`config.mk`:
```
export PLATFORM = sky130hd
export DESIGN_NAME = float_accumulator
export DESIGN_NICKNAME = d
export VERILOG_FILES = /design/src/rtl/float_accumulator_pkg.sv /design/src/rtl/float_accumulator_fadd.sv /design/src/rtl/float_accumulator.sv
export SDC_FILE = /design/constraint.sdc
export NUM_CORES = 1
export LEC_CHECK = 0
export ABC_AREA = 1
export BUFFER_PORTS_ARGS = -buffer_cell sky130_fd_sc_hd__buf_2
export CORE_AREA = 2 2 234 236
export DETAILED_ROUTE_END_ITERATION = 12
export DIE_AREA = 0 0 236 238
export PLACE_DENSITY = 0.54
export SLEW_MARGIN = 20
export SYNTH_ARGS = -nofsm -noshare
export SYNTH_HDL_FRONTEND = slang
export SYNTH_SLANG_ARGS = --single-unit
export TNS_END_PERCENT = 20
```
`constraint.sdc`:
```
create_clock -name clk -period 13.72 [get_ports clk]
set_input_delay 1.372 -clock clk [delete_from_list [all_inputs] [get_ports clk]]
set_output_delay 1.372 -clock clk [all_outputs]
set_load 0.05 [all_outputs]
```
`src/rtl/float_accumulator_pkg.sv`:
```
// Shared single-precision float constants, field layout and helpers used by
// the vector accumulator and its adder.
package float_accumulator_pkg;

    localparam int FP_W       = 32;
    localparam int FP_EXP_W   = 8;
    localparam int FP_FRAC_W  = 23;

    localparam logic [FP_W-1:0]     FP_POS_ZERO = 32'h0000_0000;
    localparam logic [FP_EXP_W-1:0] FP_EXP_MAX  = 8'hFF;
    localparam logic [FP_W-1:0]     FP_QNAN     = 32'h7FC0_0000;

    typedef struct packed {
        logic                 sign;
        logic [FP_EXP_W-1:0]  exp;
        logic [FP_FRAC_W-1:0] frac;
    } fp32_t;

    // Inf or NaN: the exponent field is all ones.
    function automatic logic fp_is_special(input logic [FP_W-1:0] x);
        return x[FP_W-2:FP_FRAC_W] == FP_EXP_MAX;
    endfunction

endpackage

```
`src/rtl/float_accumulator_fadd.sv`:
```
// FAdd: combinational IEEE-754 single-precision adder, round-to-nearest-even,
// full subnormal support, canonical quiet NaN on invalid or NaN operands.
module float_accumulator_fadd
    import float_accumulator_pkg::*;
(
    input  logic [FP_W-1:0] a,
    input  logic [FP_W-1:0] b,
    output logic [FP_W-1:0] y
);

    fp32_t       fa, fb, fbig, fsmall;
    logic        swap, eff_sub;
    logic        a_nan, b_nan, a_inf, b_inf;
    logic [8:0]  e_big, e_small, d, e_n, sh, sh_lim;
    logic [23:0] m_big, m_small;
    logic [27:0] big_ext, small_ext0, small_ext, lost_mask, r;
    logic [26:0] n;
    logic [4:0]  lz;
    logic        rup;
    logic [7:0]  exp_field;
    logic [30:0] mag;

    always_comb begin
        fa     = a;
        fb     = b;
        a_nan  = (fa.exp == FP_EXP_MAX) && (fa.frac != '0);
        b_nan  = (fb.exp == FP_EXP_MAX) && (fb.frac != '0);
        a_inf  = (fa.exp == FP_EXP_MAX) && (fa.frac == '0);
        b_inf  = (fb.exp == FP_EXP_MAX) && (fb.frac == '0);

        // Order by magnitude so the datapath only ever subtracts small from big.
        swap    = b[30:0] > a[30:0];
        fbig    = swap ? fb : fa;
        fsmall  = swap ? fa : fb;
        eff_sub = fbig.sign ^ fsmall.sign;

        e_big   = (fbig.exp == '0)   ? 9'd1 : {1'b0, fbig.exp};
        e_small = (fsmall.exp == '0) ? 9'd1 : {1'b0, fsmall.exp};
        m_big   = {fbig.exp != '0, fbig.frac};
        m_small = {fsmall.exp != '0, fsmall.frac};
        d       = e_big - e_small;

        // Layout: [27] carry, [26] hidden bit, [25:3] fraction, [2:0] guard/round/sticky.
        big_ext    = {1'b0, m_big, 3'b000};
        small_ext0 = {1'b0, m_small, 3'b000};
        lost_mask  = '0;
        small_ext  = '0;
        if (d >= 9'd27) begin
            small_ext = {27'b0, |m_small};
        end else begin
            lost_mask = (28'd1 << d[4:0]) - 28'd1;
            small_ext = (small_ext0 >> d[4:0]) | {27'b0, |(small_ext0 & lost_mask)};
        end

        r = eff_sub ? (big_ext - small_ext) : (big_ext + small_ext);

        lz = 5'd27;
        for (int i = 0; i < 27; i++) begin
            if (r[i]) lz = 5'(26 - i);
        end

        // Left shift stops at the minimum exponent, leaving a subnormal result.
        sh_lim = e_big - 9'd1;
        if (r[27]) begin
            n   = r[27:1] | {26'b0, r[0]};
            e_n = e_big + 9'd1;
            sh  = '0;
        end else begin
            sh  = ({4'b0, lz} < sh_lim) ? {4'b0, lz} : sh_lim;
            n   = r[26:0] << sh;
            e_n = e_big - sh;
        end

        exp_field = n[26] ? e_n[7:0] : 8'd0;
        rup       = n[2] & (n[1] | n[0] | n[3]);
        // Rounding carry ripples into the exponent, covering renormalisation and overflow.
        mag       = {exp_field, n[25:3]} + {30'b0, rup};
        y         = {fbig.sign, mag};

        if (r == '0) begin
            y = {~eff_sub & fbig.sign, 31'b0};
        end else if (n[26] && (e_n >= 9'd255)) begin
            y = {fbig.sign, FP_EXP_MAX, 23'b0};
        end

        if (a_nan || b_nan || (a_inf && b_inf && (fa.sign ^ fb.sign))) begin
            y = FP_QNAN;
        end else if (a_inf) begin
            y = a;
        end else if (b_inf) begin
            y = b;
        end
    end

endmodule

```
`src/rtl/float_accumulator.sv`:
```
// Streaming float vector accumulator: sums beats up to in_last, then holds
// sum/count/special until the consumer takes them.
module float_accumulator
    import float_accumulator_pkg::*;
#(
    parameter int CNT_W = 16
) (
    input  logic             clk,
    input  logic             rst,
    input  logic [FP_W-1:0]  in_data,
    input  logic             in_valid,
    input  logic             in_last,
    output logic             in_ready,
    output logic [FP_W-1:0]  sum,
    output logic [CNT_W-1:0] count,
    output logic             special,
    output logic             out_valid,
    input  logic             out_ready
);

    typedef enum logic [0:0] {
        ST_ACC  = 1'b0,
        ST_HOLD = 1'b1
    } state_t;

    localparam logic [CNT_W-1:0] CNT_MAX = {CNT_W{1'b1}};

    state_t           state_reg, state_next;
    logic [FP_W-1:0]  acc_reg, acc_next;
    logic [CNT_W-1:0] cnt_reg, cnt_next;
    logic             spec_reg, spec_next;
    logic [FP_W-1:0]  sum_reg, sum_next;
    logic [CNT_W-1:0] count_reg, count_next;
    logic             special_reg, special_next;

    logic             in_fire, first_beat;
    logic [FP_W-1:0]  fadd_y, beat_acc;
    logic [CNT_W-1:0] beat_cnt;
    logic             beat_spec;

    float_accumulator_fadd u_fadd (
        .a (acc_reg),
        .b (in_data),
        .y (fadd_y)
    );

    assign in_ready  = (state_reg == ST_ACC);
    assign out_valid = (state_reg == ST_HOLD);
    assign sum       = sum_reg;
    assign count     = count_reg;
    assign special   = special_reg;

    // The element counter doubles as the first-beat marker: it only reads 0
    // before the first beat, because it saturates instead of wrapping.
    assign in_fire    = in_ready && in_valid;
    assign first_beat = (cnt_reg == '0);
    assign beat_acc   = first_beat ? in_data : fadd_y;
    assign beat_cnt   = (cnt_reg == CNT_MAX) ? cnt_reg : cnt_reg + 1'b1;
    assign beat_spec  = spec_reg | fp_is_special(in_data) | fp_is_special(beat_acc);

    always_comb begin
        state_next   = state_reg;
        acc_next     = acc_reg;
        cnt_next     = cnt_reg;
        spec_next    = spec_reg;
        sum_next     = sum_reg;
        count_next   = count_reg;
        special_next = special_reg;
        case (state_reg)
            ST_ACC: begin
                if (in_fire) begin
                    if (in_last) begin
                        sum_next     = beat_acc;
                        count_next   = beat_cnt;
                        special_next = beat_spec;
                        acc_next     = FP_POS_ZERO;
                        cnt_next     = '0;
                        spec_next    = 1'b0;
                        state_next   = ST_HOLD;
                    end else begin
                        acc_next  = beat_acc;
                        cnt_next  = beat_cnt;
                        spec_next = beat_spec;
                    end
                end
            end
            ST_HOLD: begin
                if (out_ready) begin
                    state_next = ST_ACC;
                end
            end
            default: state_next = ST_ACC;
        endcase
    end

    always_ff @(posedge clk) begin
        if (rst) begin
            state_reg   <= ST_ACC;
            acc_reg     <= FP_POS_ZERO;
            cnt_reg     <= '0;
            spec_reg    <= 1'b0;
            sum_reg     <= FP_POS_ZERO;
            count_reg   <= '0;
            special_reg <= 1'b0;
        end else begin
            state_reg   <= state_next;
            acc_reg     <= acc_next;
            cnt_reg     <= cnt_next;
            spec_reg    <= spec_next;
            sum_reg     <= sum_next;
            count_reg   <= count_next;
            special_reg <= special_next;
        end
    end

endmodule

```
Word level (Yosys, flattened, before mapping). Index checks and enable logic that the tools add are counted.

Multiplexer cells: 51. Equality and inequality tests: 4. Reduce and logical (&&, ||, !) cells: 24. Bitwise logic cells: 13. $lt $le $gt $ge: 4. Add/sub/neg operators: 9. Shifts and indexed selects: 3.

Operators with widths (number): $mux W32 (8); $mux W5 (16); $mux W28 (2); $logic_not A23 Y1 (2); $reduce_bool A23 Y1 (2); $mux W16 (2); $mux W4 (8); $add A31 B1 Y31 (1); $gt A31 B31 Y1 (1); $mux W31 (1); $add A27 B28 Y28 (1); $and A27 B28 Y28 (1); $logic_not A28 Y1 (1); $or A28 B1 Y28 (1); $reduce_or A28 Y1 (1); $shl A1 B5 Y28 const A (1); $shr A27 B5 Y28 (1); $sub A27 B28 Y28 (1); $sub A28 B1 Y28 const B (1); $mux W27 (1); $or A27 B1 Y27 (1); $shl A27 B9 Y27 (1); $eq A8 B8 Y1 const B (3); $mux W8 (3); 24 further kinds (47).

Output and inout bits: 51. Bits in registers: 99. Word-level logic and storage cells: 115.

Longest topological paths before layout.
Word-level depth: 57. Mapped depth: 107.

Hierarchy. A second synthesis with hierarchy kept.

Cells, all modules: 2793. Area, all modules: 15747.6 um^2.

Modules (own cells, without submodules): float_accumulator_fadd (area an instance 11146.9 um^2, cells an instance 2138, instances 1); float_accumulator (area an instance 4600.7 um^2, cells an instance 655, instances 1).

Least setup slack after synthesis. No wires, ideal clock.

Path type: input port to flip-flop. Start point: input port in_data[22]. End point: register sum_reg[15] (netlist: sum[15]). Stages: 87. Arrival: 13.278 ns. Slack: 0.328 ns. Data required time: 13.606 ns. Path through: ha_1 -> a21o_1 -> nor2_1 -> nand2_1 -> a21oi_2 -> nand2_4 -> nand2_8 -> buf_8 -> clkbuf_1 -> clkbuf_1 -> nand2_1 -> o21ai_0 -> inv_1 -> nor2_1 -> nand4_1 -> nand2_4 -> inv_2 -> ha_1 -> (+51 left out) -> nand3_1 -> and2_1 -> inv_1 -> a21oi_1 -> o21bai_1 -> a21oi_1 -> nor2_1 -> nor2_1 -> xor2_1 -> o41ai_1 -> nand2_4 -> nand3_1 -> buf_2 -> a21oi_1 -> o2111ai_1 -> o21ai_0 -> o21bai_1 -> inv_1.

Cells in the longest elaborated chain, start to end: 54. Elaborated cells between the ends (all ways): 80.

Ends and longest elaborated chain: from (decl) (RTL line float_accumulator.sv:10) `input logic [FP_W-1:0] in_data,`; $gt A31 B31 Y1 (RTL line float_accumulator_fadd.sv:32) `swap = b[30:0] > a[30:0];`; $mux W32 (on tied branches) (RTL line float_accumulator_fadd.sv:33, float_accumulator_fadd.sv:34); $logic_not A8 Y1 (on tied branches) (RTL line float_accumulator_fadd.sv:37, float_accumulator_fadd.sv:38); $mux W8 (on tied branches) (RTL line float_accumulator_fadd.sv:37, float_accumulator_fadd.sv:38); $sub A9 B9 Y9 (RTL line float_accumulator_fadd.sv:41) `d = e_big - e_small;`; $shl A1 B5 Y28 (RTL line float_accumulator_fadd.sv:51) `lost_mask = (28'd1 << d[4:0]) - 28'd1;`; $sub A28 B1 Y28 (RTL line float_accumulator_fadd.sv:51); $and A27 B28 Y28 (RTL line float_accumulator_fadd.sv:52) `small_ext = (small_ext0 >> d[4:0]) | {27'b0, |(small_ext0 & lost_mask)};`; (+38 left out); $and A1 B1 Y1 (RTL line float_accumulator_fadd.sv:75) `rup = n[2] & (n[1] | n[0] | n[3]);`; $add A31 B1 Y31 (RTL line float_accumulator_fadd.sv:77) `mag = {exp_field, n[25:3]} + {30'b0, rup};`; $mux W31 (RTL line float_accumulator_fadd.sv:82) `end else if (n[26] && (e_n >= 9'd255)) begin`; $mux W32 (RTL line float_accumulator_fadd.sv:80) `if (r == '0) begin`; $mux W32 (RTL line float_accumulator_fadd.sv:90) `end else if (b_inf) begin`; $mux W32 (RTL line float_accumulator_fadd.sv:88) `end else if (a_inf) begin`; $mux W32 (*) (RTL line float_accumulator_fadd.sv:86) `if (a_nan || b_nan || (a_inf && b_inf && (fa.sign ^ fb.sign))) begin`; $mux W32 (*) (RTL line float_accumulator.sv:57) `assign beat_acc = first_beat ? in_data : fadd_y;`; to (signal assigned) (RTL line float_accumulator.sv:110) `sum_reg <= sum_next;`; to (decl) (RTL line float_accumulator.sv:32) `logic [FP_W-1:0] sum_reg, sum_next;`.

Every way passes the cells marked *; elsewhere a longest branch is shown, timed or not. A chain may end at the register's enable or synchronous reset.

Worst setup path in the final report.
Start point: input port in_data[30]. End point: register acc_reg[8].

Cells in the longest elaborated chain, start to end: 55. Elaborated cells between the ends (all ways): 80.

Ends and longest elaborated chain: $gt A31 B31 Y1 (RTL line float_accumulator_fadd.sv:32); $mux W32 (on tied branches) (RTL line float_accumulator_fadd.sv:33, float_accumulator_fadd.sv:34); $logic_not A8 Y1 (on tied branches) (RTL line float_accumulator_fadd.sv:37, float_accumulator_fadd.sv:38); $mux W8 (on tied branches) (RTL line float_accumulator_fadd.sv:37, float_accumulator_fadd.sv:38); $sub A9 B9 Y9 (RTL line float_accumulator_fadd.sv:41); $shl A1 B5 Y28 (RTL line float_accumulator_fadd.sv:51); $sub A28 B1 Y28 (RTL line float_accumulator_fadd.sv:51); $and A27 B28 Y28 (RTL line float_accumulator_fadd.sv:52); (+39 left out); $add A31 B1 Y31 (RTL line float_accumulator_fadd.sv:77); $mux W31 (RTL line float_accumulator_fadd.sv:82); $mux W32 (RTL line float_accumulator_fadd.sv:80); $mux W32 (RTL line float_accumulator_fadd.sv:90); $mux W32 (RTL line float_accumulator_fadd.sv:88); $mux W32 (*) (RTL line float_accumulator_fadd.sv:86); $mux W32 (*) (RTL line float_accumulator.sv:57); $mux W32 (*) (RTL line float_accumulator.sv:72) `if (in_last) begin`; to (signal assigned) (RTL line float_accumulator.sv:107) `acc_reg <= acc_next;`; to (decl) (RTL line float_accumulator.sv:29) `logic [FP_W-1:0] acc_reg, acc_next;`.

Marked as above.

==> metrics <==
Hold Buf Count CTS 0; clock skew 0.0125 ns; Setup CP Type input pin to register; Initial Util 0.298; post-synthesis xor/xnor area fraction 0.0187; largest net degree at the start of global routing 83; initial antenna violation count 0; Hold EP acc_reg[28]; hold path startpoint acc_reg[28]; Slew Limit Fails 0; CTS Buf Count 9; crit-path most repeated cell nand2_1; Worst path slowest cell fa_2; Startpoint Class input pin; CTS tree done; period utilisation layout 0.962; DRT Wirelength 65,600 um; clock transition at the registers of the reported paths 0.07 ns; Rows 85; H-Tree Depth 3; multiplexer area fraction after synthesis 0.000628; Critical R2R Capture acc_reg[8]; post-detail-place hpwl 52,100 um; hold depth 2; largest stage delay on the critical path 0.59 ns; final worst slack 0.519 ns; Root Driver clkbuf_16; highest clock rate 75.8 MHz; ANT nets after route 0; Netlist cell types 82; worst-case reg-to-reg path depth 88; Final setup viols 0; top_reg_cell synth dfxtp_1; worst rel slew slack 0.279; max_cap viols 0; number of I/O pins 88; crit end category register; grt ovf 0; sequential fraction of the synthesis area 0.124; syn_nets 2,881; Ys Warns 0; WP buf/inv 17; total chip power 3.73 mW; IO buf count 87; Post-Synthesis Cells 2,733; drt first-iter violations 1,944; maximum fanout along the worst path 13; core box area 53,500 um^2; clk buf depth 2; 1st-pass router iterations 6; combinational family with the most area after synthesis simple AND/OR/NAND/NOR gates; register bit total from synthesis 99; RSZ-0062 raised after global routing yes; worst path arrival time 13.49 ns; Worst Tran Pin Value 1.07 ns; DP Worst Slack -0.369 ns; Die Ht 238 um; final-report hold violation count 0; vias per inst 5.25; worst vdd ir 0.000137 V; worst endpoint required time 14.01 ns; Layout area overhead 20.6%; Simple-Gate Fraction of Synth Area 0.451; compound-gate portion of the synthesized area 0.175; clock sink count 99; Vias 19.0k; Ant. Diodes 0; Clk Latency, worst-skew pair 0.37 ns; status completed; fin crit period 13.20 ns; fin nets 3,063; Synth Area in Adders 0.0886; total track usage 0.221; P_leak 9.44 nW; critical path's top delay family simple AND/OR/NAND/NOR gates; Post-synth ARST share 0; Synth Cell Area 15,900 um^2; fraction of layout cells with a size suffix above 1 0.214; first-pass GRT wire length 98,800 um; number of synthesized flops with an enable pin 0; worst r2r src acc_reg[14]; residual DRC count 0; Post-Syn Area per Cell 5.83 um^2; Die X 236 um; R2R Setup Slk 1.07 ns; # fillers 5,931; vias in the first global route 17.2k; worst hold path type register to register; WL/cell 18.1 um; die area 56,200 um^2; Power Density 194 nW/um^2; GP Congestion 1.00
==> layer usage <==
metal / GRT usage / vias to the layer above / wire [um]
li1: - / 9414 / -
met1: 0.308 / 8660 / 29400
met2: 0.355 / 773 / 29400
met3: 0.0276 / 129 / 4770
met4: 0.0672 / 0 / 2000
met5: 0 / - / 0
==> placed cells by master (no fill, tap or decap), types with 12 or more instances in the layout <==
master	n
nand2_1	706
nand3_1	390
inv_1	320
buf_4	182
nor2_1	164
a21oi_1	140
o21ai_0	107
dfxtp_1	99
ha_1	93
buf_2	85
nand2_2	70
nand4_1	61
o21bai_1	43
inv_2	38
o21ai_2	26
nor3_1	26
xor2_1	26
nor2_2	24
nand3_2	21
o21ai_1	20
nand2_4	19
nor4_1	16
a21oi_2	15
o21ai_4	14
nor2_4	12
==> layout make-up <==
class	instances	area [um^2]	share of cell area
timing repair inverter	1	6.26	0.000326
clock inverter	6	65.1	0.00339
sequential	99	1980	0.103
multi-input combinational	2147	12500	0.650
clock buffer	10	239	0.0124
timing repair buffer	287	2140	0.111
inverter	370	1420	0.0741
tap	696	871	0.0453
==> kinds of logic after synthesis <==
kind of cell,Yosys count
compound gates,451
xor+xnor,31
fa+ha+maj,111
buf+inv,489
flops,99
mux,1
simple gates,1551
==> synth_stat cells (7+ instances only) <==
cell,count,area share
a21oi_1,152,0.048
nor4_1,19,0.0075
o21ai_1,16,0.0050
xor2_1,26,0.014
nand3_2,15,0.0094
clkbuf_1,42,0.0099
nand4_1,61,0.024
o21ai_2,15,0.0082
nor2_1,174,0.041
o21ai_4,8,0.0082
nand2_4,14,0.0099
nor3_1,30,0.0094
buf_8,8,0.0075
ha_1,108,0.085
buf_4,18,0.0085
buf_6,20,0.014
a31oi_1,13,0.0051
o31ai_1,7,0.0033
nand2_1,729,0.17
o21ai_0,128,0.040
nor2_2,19,0.0075
nand2_2,51,0.020
o21bai_1,44,0.021
inv_1,332,0.078
inv_2,28,0.0066
dfxtp_1,99,0.12
buf_2,18,0.0057
nand3_1,397,0.12
nor2_4,7,0.0049
==> metrics by stage <==
stage               utilization  area [um^2]  std cells  TNS [ns]  hold slack (ns)
CTS                       0.337        18000       3572         0            0.470
finish                    0.359        19200       3616         0            0.466
detailed placement        0.331        17700       3556     -5.90            0.459
global placement          0.331        17700       3556     -4.56            0.455
floorplan                     -        15900       2733         0            0.445
global route              0.359        19200       3616     -8.38            0.500
==> timing repair <==
action                                  CTS  global route
cloned                                    0             5
setup buffers                             0            40
pin swaps                                 0            67
endpoints found under the setup margin    1            64
resized for setup                         2           190
==> worst register-to-register path, delay by kind of cell, from the launching register on <==
| kind | cells | cell delay, ns |
|---|---|---|
| buffers and inverters | 15 | 1.49 |
| DFF | 1 | 0.45 |
| and+or+nand+nor | 42 | 4.65 |
| adders and majority gates | 8 | 2.18 |
| AOI/OAI and AO/OA | 22 | 3.55 |
| xor gates and xnor gates | 1 | 0.24 |
==> where the power goes <==
| part | internal, mW | switching, mW |
|---|---|---|
| Combinational | 1.08 | 2.06 |
| Sequential | 0.305 | 0.0138 |
| Clock | 0.146 | 0.117 |
==> worst max-delay path by stage <==
stage / endpoint / cells past startpoint / from
after global routing: acc_reg[8] / 89 / in_data[28]
after floorplan: sum[15] / 87 / in_data[22]
final: acc_reg[8] / 90 / in_data[30]
after CTS: acc_reg[8] / 82 / in_data[30]
after detailed placement: acc_reg[9] / 84 / in_data[30]
after global placement: acc_reg[8] / 86 / in_data[30]
Note: power is estimated with default switching activity, not from simulation.
